File: config.mk
export PLATFORM = sky130hd
export DESIGN_NAME = uart_rx_fifo
export DESIGN_NICKNAME = d
export VERILOG_FILES = /design/src/rtl/uart_rx_fifo.sv
export SDC_FILE = /design/constraint.sdc
export NUM_CORES = 1
export LEC_CHECK = 0
export CORE_MARGIN = 2
export CORE_UTILIZATION = 40
export DETAILED_ROUTE_END_ITERATION = 7
export SYNTH_ARGS = -nofsm -noshare
export SYNTH_HDL_FRONTEND = slang
export SYNTH_SLANG_ARGS = --single-unit
File: constraint.sdc
create_clock -name clk -period 6.4 [get_ports clk]
set_input_delay 0.64 -clock clk [delete_from_list [all_inputs] [get_ports clk]]
set_output_delay 0.64 -clock clk [all_outputs]
set_load 0.005 [all_outputs]
File: src/rtl/uart_rx_fifo.sv
// Receive buffer behind the UART receiver: first-word-fall-through byte FIFO.
// It also keeps sticky overrun and framing-error flags and drives a level-based irq.
module uart_rx_fifo #(
   parameter int DEPTH     = 8,
   parameter int IRQ_LEVEL = 1
) (
   input  logic                         clk,
   input  logic                         rst_n,
   input  logic                         i_rx_data_valid,
   input  logic [7:0]                   i_rx_data,
   input  logic                         i_rx_error,
   input  logic                         i_rd_en,
   input  logic                         i_flush,
   output logic [7:0]                   o_rdata,
   output logic                         o_rdata_err,
   output logic                         o_empty,
   output logic                         o_full,
   output logic [$clog2(DEPTH+1)-1:0]   o_level,
   output logic                         o_overrun,
   output logic                         o_frame_err,
   output logic                         o_irq
);

   localparam int AW = $clog2(DEPTH);
   localparam int LW = $clog2(DEPTH+1);
   localparam logic [LW-1:0] FULL_LVL = LW'(DEPTH);
   localparam logic [LW-1:0] IRQ_LVL  = LW'(IRQ_LEVEL);

   // Handshake: the receiver strobe has no back-pressure, so a byte that arrives
   // while full (with no pop in the same cycle) is dropped and flagged as overrun.
   // rd_en is a pop request that is honoured only when the FIFO is not empty.
   logic [8:0]    r_mem [DEPTH];
   logic [AW-1:0] r_wr_ptr;
   logic [AW-1:0] r_rd_ptr;
   logic [LW-1:0] r_level;
   logic          r_overrun;
   logic          r_frame_err;

   logic          w_empty;
   logic          w_full;
   logic          w_pop;
   logic          w_push;
   logic          w_drop;
   logic [8:0]    w_head;

   assign w_empty = (r_level == '0);
   assign w_full  = (r_level == FULL_LVL);
   assign w_pop   = i_rd_en & ~w_empty;
   assign w_push  = i_rx_data_valid & (~w_full | w_pop);
   assign w_drop  = i_rx_data_valid & w_full & ~w_pop;
   assign w_head  = r_mem[r_rd_ptr];

   // Storage is deliberately not reset; the empty mask hides stale entries.
   always_ff @(posedge clk) begin
      if (w_push && !i_flush) begin
         r_mem[r_wr_ptr] <= {i_rx_error, i_rx_data};
      end
   end

   always_ff @(posedge clk or negedge rst_n) begin
      if (!rst_n) begin
         r_wr_ptr    <= '0;
         r_rd_ptr    <= '0;
         r_level     <= '0;
         r_overrun   <= 1'b0;
         r_frame_err <= 1'b0;
      end else if (i_flush) begin
         r_wr_ptr    <= '0;
         r_rd_ptr    <= '0;
         r_level     <= '0;
         r_overrun   <= 1'b0;
         r_frame_err <= 1'b0;
      end else begin
         if (w_push) begin
            r_wr_ptr <= r_wr_ptr + AW'(1);
         end
         if (w_pop) begin
            r_rd_ptr <= r_rd_ptr + AW'(1);
         end
         if (w_push && !w_pop) begin
            r_level <= r_level + LW'(1);
         end else if (w_pop && !w_push) begin
            r_level <= r_level - LW'(1);
         end
         if (w_drop) begin
            r_overrun <= 1'b1;
         end
         if (w_push && i_rx_error) begin
            r_frame_err <= 1'b1;
         end
      end
   end

   assign o_rdata     = w_empty ? 8'h00 : w_head[7:0];
   assign o_rdata_err = w_empty ? 1'b0  : w_head[8];
   assign o_empty     = w_empty;
   assign o_full      = w_full;
   assign o_level     = r_level;
   assign o_overrun   = r_overrun;
   assign o_frame_err = r_frame_err;
   assign o_irq       = (r_level >= IRQ_LVL) | r_overrun | r_frame_err;

endmodule

==> out/metrics.yaml, run 1 <==
slew_violations: 0
vias_per_cell: 5.27
r2r_slack_ns: 3.70
critPathLaunch: "r_rd_ptr[0]"
r2r_start: "o_level[0]"
cp_max_fo: 12
syn2layout_area_growth_pct: 15.2
drt_iter0_drc: 109
cts.sinks: 84
clock_latency_ns: 0.35
ys_ff_latch: 84
p_per_area_nw_per_um2: 358
worstPathArrival_ns: 2.72
hp-class: "flop to flop"
vdd_drop_max_mv: 0.187
final_antenna_net_count: 0
rr_worst_depth: 7
hold_violations: 0
setup_tns_ns: 0
min_to: "o_overrun"
grt_pass1_vias: 1932
yosysUniqueCellTypes: 39
root_buffer: "clkbuf_8"
nets: 269
netlist_area_um2: 3640
start_kind: "flop"
period_needed_ns: 3.36
cap_violations: 0
wire_per_inst_um: 18.7
gp_congestion: 0.777
synthCells: 215
ctsResizeCount: 0
antenna_found_initial: 0
slew_headroom_pct: 28.7
drt_pass1_iterations: 4
yosys_warnings: 0
setup_ws_ns: 3.04
fillers: 745
grt_usage_pct: 15.0
clkTransAtPathRegs_ns: 0.08
cts.path.max_buffers: 2
die_area_um2: 9880
die_w_um: 99.4
setup_viol: 0
drive_gt1_share_pct: 16.2
cts_buffers: 9
drt-total-wl_mm: 6.77
path_class: "flop to output port"
rsz0062_at_grt: "false"
fin_util_pct: 47.9
start_util_pct: 41.5
cts_max_level: 3
ioPinCount: 32
dp_hpwl_mm: 4.26
rr_endpoint: "r_mem[7][7]"
cp.required_ns: 5.76
tightest_slew_ns: 1.07
route.vias.total: 1904
critPathCaptureType: "output port"
min_period_over_period_pct: 52.5
place_ws_ns: 3.26
fin_skew_ns: 0.00892
cts_tree: "built"
dieHeight_um: 99.4
ctsHoldBuffers: 0
met2_length_mm: 3.28
met3_length_um: 256
postSynthNetCount: 235
drcViolationCount: 0
hp-start: "o_overrun"
avgSynthCellArea_um2: 16.9
hold_depth: 2
met1_length_mm: 3.17
antenna_cells: 0
grt_pass1_wl_mm: 10.8
grt_remaining_overflow: 0
grt_max_degree: 22
portBuffers: 31
highest_layer: "met4"
fmax_mhz: 298
postCtsSetupRepairBufs: 0
rows: 34
synth-seq-area-share_pct: 67.7
p_leak_nw: 1.39
core_um2: 8760
status: "finished clean"
routing by layer:
metal  GRT usage, %  vias to the layer above
li1               -                      896
met1           20.8                      967
met2           22.9                       35
met3           3.94                        6
met4           5.37                        0
met5              0                        -
critical path, cell delays in order (launching register included):
cell	delay, ns
dfrtp_1	0.79
buf_4	0.35
mux4_2	0.53
mux2i_1	0.14
nor2_1	0.07
clkdlybuf4s50_1	0.49
state kept, by name, indices dropped and copies added, names as in the netlist:
| register | flops |
|---|---|
| r_wr_ptr | 3 |
| o_level | 4 |
| o_frame_err | 1 |
| o_overrun | 1 |
| r_mem | 72 |
| r_rd_ptr | 3 |
kinds of logic (layout without fill, tap and decap cells):
| kind of cell | Yosys count | in the layout | synth area share, % |
|---|---|---|---|
| flip-flops | 84 | 84 | 67.7 |
| AND/OR/NAND/NOR | 60 | 60 | 8.94 |
| multiplexers | 31 | 31 | 14.7 |
| buffers and inverters | 15 | 53 | 2.47 |
| AO/OA/AOI/OAI | 13 | 13 | 2.72 |
| adder cells (fa/ha/maj) | 6 | 6 | 2.06 |
| XOR/XNOR | 6 | 6 | 1.44 |
area by class of cell:
class	instances	area, µm²	share of cell area [%]
clock buffers	9	124	2.95
clock inverters	6	32.5	0.776
inverters	4	15.0	0.358
multi-input cells	116	1090	26.0
flip-flops and latches	84	2460	58.7
well taps	108	135	3.22
repair buffers	34	333	7.94
synthesized netlist by cell type:
cell type,instances,area [µm²]
o211ai_4,1,21.3
clkbuf_2,1,5.00
a21oi_1,3,15.0
edfxtp_1,72,2160
nand4_1,3,18.8
nor3b_1,4,30.0
o211ai_1,1,7.51
nor2b_1,2,12.5
a21boi_2,1,11.3
or4b_1,1,10.0
nand3b_1,4,30.0
o2111ai_1,1,8.76
nor4_1,1,6.26
mux2i_1,13,130
a31oi_1,1,6.26
o22ai_1,1,6.26
clkbuf_1,4,15.0
inv_1,3,11.3
nand3b_2,1,11.3
inv_2,1,3.75
ha_1,6,75.1
buf_6,4,45.0
o21ai_1,1,5.00
dfrtp_1,12,300
xor2_1,3,26.3
o21ai_0,2,10.0
mux4_2,18,405
nand2b_1,5,31.3
or4_1,1,7.51
xnor2_1,3,26.3
and2b_4,1,10.0
nand2_1,2,7.51
nor3_1,3,15.0
or3_1,3,18.8
and2_1,2,12.5
nor2_1,25,93.8
a21o_1,1,7.51
nand3_1,2,10.0
buf_2,2,10.0
worst max-delay path by stage:
stage,endpoint,slack (ns),cells after the start
floorplan,r_mem[0][0],3.99,6
CTS,o_rdata[4],2.94,5
detailed placement,r_mem[2][2],3.26,3
finish,o_rdata[4],3.04,5
global placement,r_mem[2][2],3.31,3
global route,o_rdata[1],2.81,5
placed cells by master (no fill, tap or decap), drive strengths merged:
cell type	synthesis	routed
edfxtp	72	72
clkdlybuf4s50	0	31
nor2	25	25
mux4	18	18
mux2i	13	13
dfrtp	12	12
clkbuf	5	9
ha	6	6
clkinv	0	6
nand2b	5	5
nand3b	5	5
inv	4	4
nor3b	4	4
or3	3	3
nor3	3	3
xnor2	3	3
a21oi	3	3
xor2	3	3
nand4	3	3
buf	6	3
o21ai	3	3
nand2	2	2
and2	2	2
nand3	2	2
nor2b	2	2
o211ai	2	2
a21boi	1	1
nor4	1	1
a21o	1	1
and2b	1	1
or4b	1	1
o22ai	1	1
or4	1	1
o2111ai	1	1
a31oi	1	1
report_power, final:
part	internal (mW)	switching (mW)	leakage, nW
Combinational	0.294	0.207	0.495
Clock	0.135	0.177	0.0860
Sequential	0.624	0.0644	0.812
Total	1.05	0.449	1.39
per-stage QoR:
step           total power, mW  hold slack (ns)  cells  instance area, µm²
2_1_floorplan             1.01            0.344    215                3640
3_3_place_gp              1.21            0.531    346                4040
3_5_place_dp              1.21            0.527    346                4040
4_1_cts                   1.53            0.551    361                4190
5_1_grt                   1.59            0.610    361                4190
6_report                  1.50            0.538    361                4190
No activity file was read; power rests on OpenSTA's default activity.
==> run 2, diff against run 1 <==
clock period = 3.33 ns   (was 6.4 ns; I/O delays follow)
==> out/metrics.yaml, run 2 (same netlist as run 1, synthesis figures left out) <==
vdd_drop_max_mv: 0.332  # +77%
grt_remaining_overflow: 0  # unchanged
final_cell_mix: "edfxtp_1 (72), clkdlybuf4s50_1 (31), nor2_1 (25), mux4_2 (18)"
p_leak_nw: 1.46  # +5.0%
grt_pass1_wl_mm: 11.2  # +4.1%
ctsResizeCount: 0  # unchanged
cts_max_level: 3  # unchanged
hp-class: "input pin to asynchronous set/reset pin"
fin_skew_ns: 0.00770  # -0.00122 ns
worstPathArrival_ns: 2.29  # -0.43 ns
syn2layout_area_growth_pct: 18.7
portBuffers: 31  # unchanged
tightest_slew_ns: 0.929  # -0.136 ns
critPathCaptureType: "output port"
drt_iter0_drc: 113  # +3.7%
cap_violations: 0  # unchanged
final_common_cell: "edfxtp_1"
largest-register: "r_mem"
antenna_cells: 0  # unchanged
grt_usage_pct: 15.5  # +0.56 points
crit_slowest_cell: "mux4_2"
drt-total-wl_mm: 6.88  # +1.7%
cts.path.max_buffers: 2  # unchanged
fmax_mhz: 381
min_period_over_period_pct: 78.8
route.vias.total: 1956  # +2.7%
fin_util_pct: 49.3  # +1.4 points
largest_reg_flops: 72  # unchanged
start_util_pct: 41.5  # unchanged
dieHeight_um: 99.4  # unchanged
fin_cells: 372  # +3.0%
slew_headroom_pct: 37.8  # +9.1 points
cp_max_fo: 20  # +8
period_needed_ns: 2.62
root_buffer: "clkbuf_8"
setup_ws_ns: 0.707  # -2.33 ns
cts.sinks: 84  # unchanged
dp_hpwl_mm: 4.61  # +8.4%
setup_viol: 0  # unchanged
ctsHoldBuffers: 0  # unchanged
rsz0062_at_grt: "false"
cts_tree: "built"
drcViolationCount: 0  # unchanged
nets: 279  # +3.7%
setup_tns_ns: 0  # unchanged
path_class: "flop to output port"
slowest_delay_ns: 0.55  # -0.24 ns
clkTransAtPathRegs_ns: 0.08  # about the same
cts_buffers: 9  # unchanged
rows: 34  # unchanged
p_per_area_nw_per_um2: 711  # +99%
cp.required_ns: 3.00  # -2.76 ns
status: "finished clean"
die_w_um: 99.4  # unchanged
start_kind: "flop"
postCtsSetupRepairBufs: 0  # unchanged
drive_gt1_share_pct: 18.6  # +2.4 points
clock_latency_ns: 0.34  # about the same
dp_cells: 356  # +2.9%
fillers: 751  # +0.81%
crit_chain: "buf_4, mux4_2, mux2i_1, nor2_1, clkdlybuf4s50_1"
slew_violations: 0  # unchanged
die_area_um2: 9880  # unchanged
vias_per_cell: 5.26  # -0.31%
drt_pass1_iterations: 7  # +3
gp_congestion: 0.821  # +5.7%
ioPinCount: 32  # unchanged
grt_pass1_vias: 1971  # +2.0%
wire_per_inst_um: 18.5  # -1.3%
place_ws_ns: 0.726  # -2.53 ns
final_antenna_net_count: 0  # unchanged
grt_max_degree: 21  # -4.5%
hold_violations: 0  # unchanged
antenna_found_initial: 0  # unchanged
core_um2: 8760  # unchanged
-- run 2: cell count changes in the layout (fill, tap and decap cells not counted) --
cell	change
clkbuf_1	+2
clkinv_2	-4
clkinv_1	+1
bufinv_16	+2
buf_4	+10
-- run 2: path summary, 6_finish.rpt --
kind | from | to | slack (ns) | depth (start not counted)
worst max-delay path | r_rd_ptr[0] | o_rdata[0] | 0.71 | 5
worst min-delay path | rst_n | o_level[1] | 0.35 | 1
worst max register to register | o_level[0] | r_mem[5][4] | 0.75 | 7
worst min register to register | o_frame_err | o_frame_err | 0.55 | 2
max in group asynchronous | rst_n | r_rd_ptr[1] | 2.59 | 1
min in group clk | o_frame_err | o_frame_err | 0.55 | 2
-- run 2: stage by stage --
stage	cell area [µm²]	power, mW	hold slack, ns
after CTS	4320	3.11	0.366
after detailed placement	4110	2.36	0.542
after global routing	4320	3.27	0.375
final	4320	3.07	0.355
after global placement	4110	2.36	0.535
after floorplan	3640	1.93	0.0374
-- run 2: area by class of cell --
cell class | count | area, µm² | share of cell area [%]
clock inverters | 5 | 76.3 | 1.77
clock buffers | 11 | 131 | 3.04
flip-flops and latches | 84 | 2460 | 57.0
repair buffers | 44 | 408 | 9.44
multi-input cells | 116 | 1090 | 25.3
inverters | 4 | 15.0 | 0.348
well taps | 108 | 135 | 3.13
-- run 2: where the power goes --
part | internal (mW) | switching (mW) | total (mW)
combinational | 0.586 | 0.458 | 1.04
clock | 0.420 | 0.334 | 0.754
sequential | 1.20 | 0.0748 | 1.27
total | 2.20 | 0.867 | 3.07
-- run 2: critical path, delay by kind of cell, from the launching register on --
family	cells	cell delay [ns]
buffers and inverters	2	0.80
multiplexers	2	0.76
AND/OR/NAND/NOR	1	0.06
flip-flops	1	0.33
-- run 2: layer usage --
layer  wire length [µm]  vias up  global-route usage (%)
met4                 68        0                    4.74
met5                  0        -                       0
met1               3270      988                    21.8
met2               3250       42                    23.7
met3                286        5                    4.43
li1                   -      921                       -
==> run 3, diff against run 2 <==
clock period = 2.32 ns   (was 3.33 ns; I/O delays follow)
==> out/metrics.yaml, run 3 (same netlist as run 1, synthesis figures left out) <==
p_sw_mw: 1.36  # +57%
clkTransAtPathRegs_ns: 0.09  # about the same
seqPwrFrac_pct: 39.2  # -2.3 points
r2r_slack_ns: 0.31  # -0.44 ns
syn2layout_area_growth_pct: 24.3
nets: 298  # +6.8%
p_per_area_nw_per_um2: 1010  # +43%
drt_iter0_drc: 85  # -25%
grt_max_degree: 21  # unchanged
cts_max_level: 3  # unchanged
grt_pass1_wl_mm: 11.2  # -0.19%
grt_pass1_vias: 2083  # +5.7%
pwr-share-comb_pct: 37.7  # +3.7 points
intPower_mw: 3.23  # +46%
swShare_pct: 29.6  # +1.4 points
fin_skew_ns: 0.00926  # +0.00156 ns
antenna_found_initial: 0  # unchanged
min_period_over_period_pct: 96.1
portBuffers: 31  # unchanged
wire_per_inst_um: 18.1  # -2.1%
vdd_drop_max_mv: 0.592  # +78%
rsz0062_at_grt: "true"
status: "finished clean"
hp-class: "input pin to asynchronous set/reset pin"
clkPwrFrac_pct: 23.2  # -1.3 points
period_needed_ns: 2.23
drcViolationCount: 0  # unchanged
ioPinCount: 32  # unchanged
final_antenna_net_count: 0  # unchanged
fin_cells: 391  # +5.1%
cap_violations: 0  # unchanged
final_cell_mix: "edfxtp_1 (72), buf_4 (26), nor2_1 (25), clkdlybuf4s50_1 (22), mux4_2 (18)"
cp_max_fo: 8  # -60%
cts_tree: "built"
vias_per_cell: 5.23  # -0.58%
die_w_um: 99.4  # unchanged
fmax_mhz: 448
critPathCaptureType: "output port"
hold_ws_ns: 0.269  # -0.0854 ns
root_buffer: "clkbuf_8"
hold_violations: 0  # unchanged
route.vias.total: 2044  # +4.5%
ctsHoldBuffers: 0  # unchanged
dp_hpwl_mm: 4.81  # +4.2%
antenna_cells: 0  # unchanged
totalPowerFinal_mw: 4.58  # +49%
grt_remaining_overflow: 0  # unchanged
final_common_cell: "edfxtp_1"
dieHeight_um: 99.4  # unchanged
cts.path.max_buffers: 2  # unchanged
largest_reg_flops: 72  # unchanged
cp.required_ns: 2.09  # -0.91 ns
rows: 34  # unchanged
cts.sinks: 84  # unchanged
p_leak_nw: 1.64  # +12%
worstPathArrival_ns: 2.00  # -0.29 ns
slew_headroom_pct: 57.8  # +20 points
core_um2: 8760  # unchanged
gp_congestion: 0.775  # -5.6%
grt_usage_pct: 15.3  # -0.24 points
drt_pass1_iterations: 4  # -3
die_area_um2: 9880  # unchanged
slew_violations: 0  # unchanged
clock_latency_ns: 0.35  # about the same
cts_buffers: 9  # unchanged
path_class: "flop to output port"
setup_viol: 0  # unchanged
tightest_slew_ns: 0.631  # -0.298 ns
drt-total-wl_mm: 7.08  # +2.9%
dp_cells: 364  # +2.2%
largest-register: "r_mem"
drive_gt1_share_pct: 27.2  # +8.6 points
start_kind: "flop"
start_util_pct: 41.5  # unchanged
==> run 3: layout make-up <==
class                      instances  area [µm²]
clock buffer                       9         124
clock inverter                     7        80.1
fill                             723        4240
inverter                           4        15.0
multi-input combinational        116        1100
sequential                        84        2460
tap                              108         135
timing repair buffer              63         601
==> run 3: what timing repair did <==
action,4_1_cts,5_1_grt
setup buffers,4,7
resized for setup,7,12
endpoints found under the setup margin,10,6
hold endpoints to repair,0,0
gates cloned,0,0
==> run 3: critical path, cell delays in order, from the launching register on <==
cell and delay [ns]:
dfrtp_2 0.43, buf_12 0.15, buf_6 0.11, mux4_2 0.49
mux2i_1 0.16, nor2_1 0.05, dlygate4sd2_1 0.26
==> run 3: power groups by stage <==
stage / Combinational [mW] / Clock, mW / Sequential, mW
after floorplan: 0.967 / 0 / 1.81
after global placement: 1.57 / 0 / 1.84
after detailed placement: 1.58 / 0 / 1.84
after CTS: 1.61 / 1.11 / 1.79
after global routing: 1.88 / 1.15 / 1.81
final: 1.73 / 1.06 / 1.80
==> run 3: per-layer routing <==
layer | share of wire (%) | track usage (%)
met3 | 3.3 | 3.02
met1 | 48 | 21.6
met2 | 47 | 23.2
met5 | 0 | 0
met4 | 1.7 | 6.43
==> run 3: per-stage QoR <==
stage	setup WS, ns	cell area (µm²)	utilization (%)	TNS (ns)
final	0.0900	4520	51.6	0
after CTS	-0.0876	4430	50.5	-0.328
after global routing	-0.00834	4520	51.6	-0.00834
after detailed placement	0.156	4200	47.9	0
after global placement	0.0864	4200	47.9	0
after floorplan	0.152	3650	-	0
==> run 3: path summary, 6_finish.rpt <==
path / from / depth (start not counted) / end
worst max-delay path: r_rd_ptr[0] / 6 / o_rdata[3]
worst min-delay path: rst_n / 1 / o_level[3]
worst max register to register: o_level[1] / 8 / r_mem[7][5]
worst min register to register: o_frame_err / 2 / o_frame_err
max in group asynchronous: rst_n / 1 / r_rd_ptr[0]
min in group clk: o_frame_err / 2 / o_frame_err
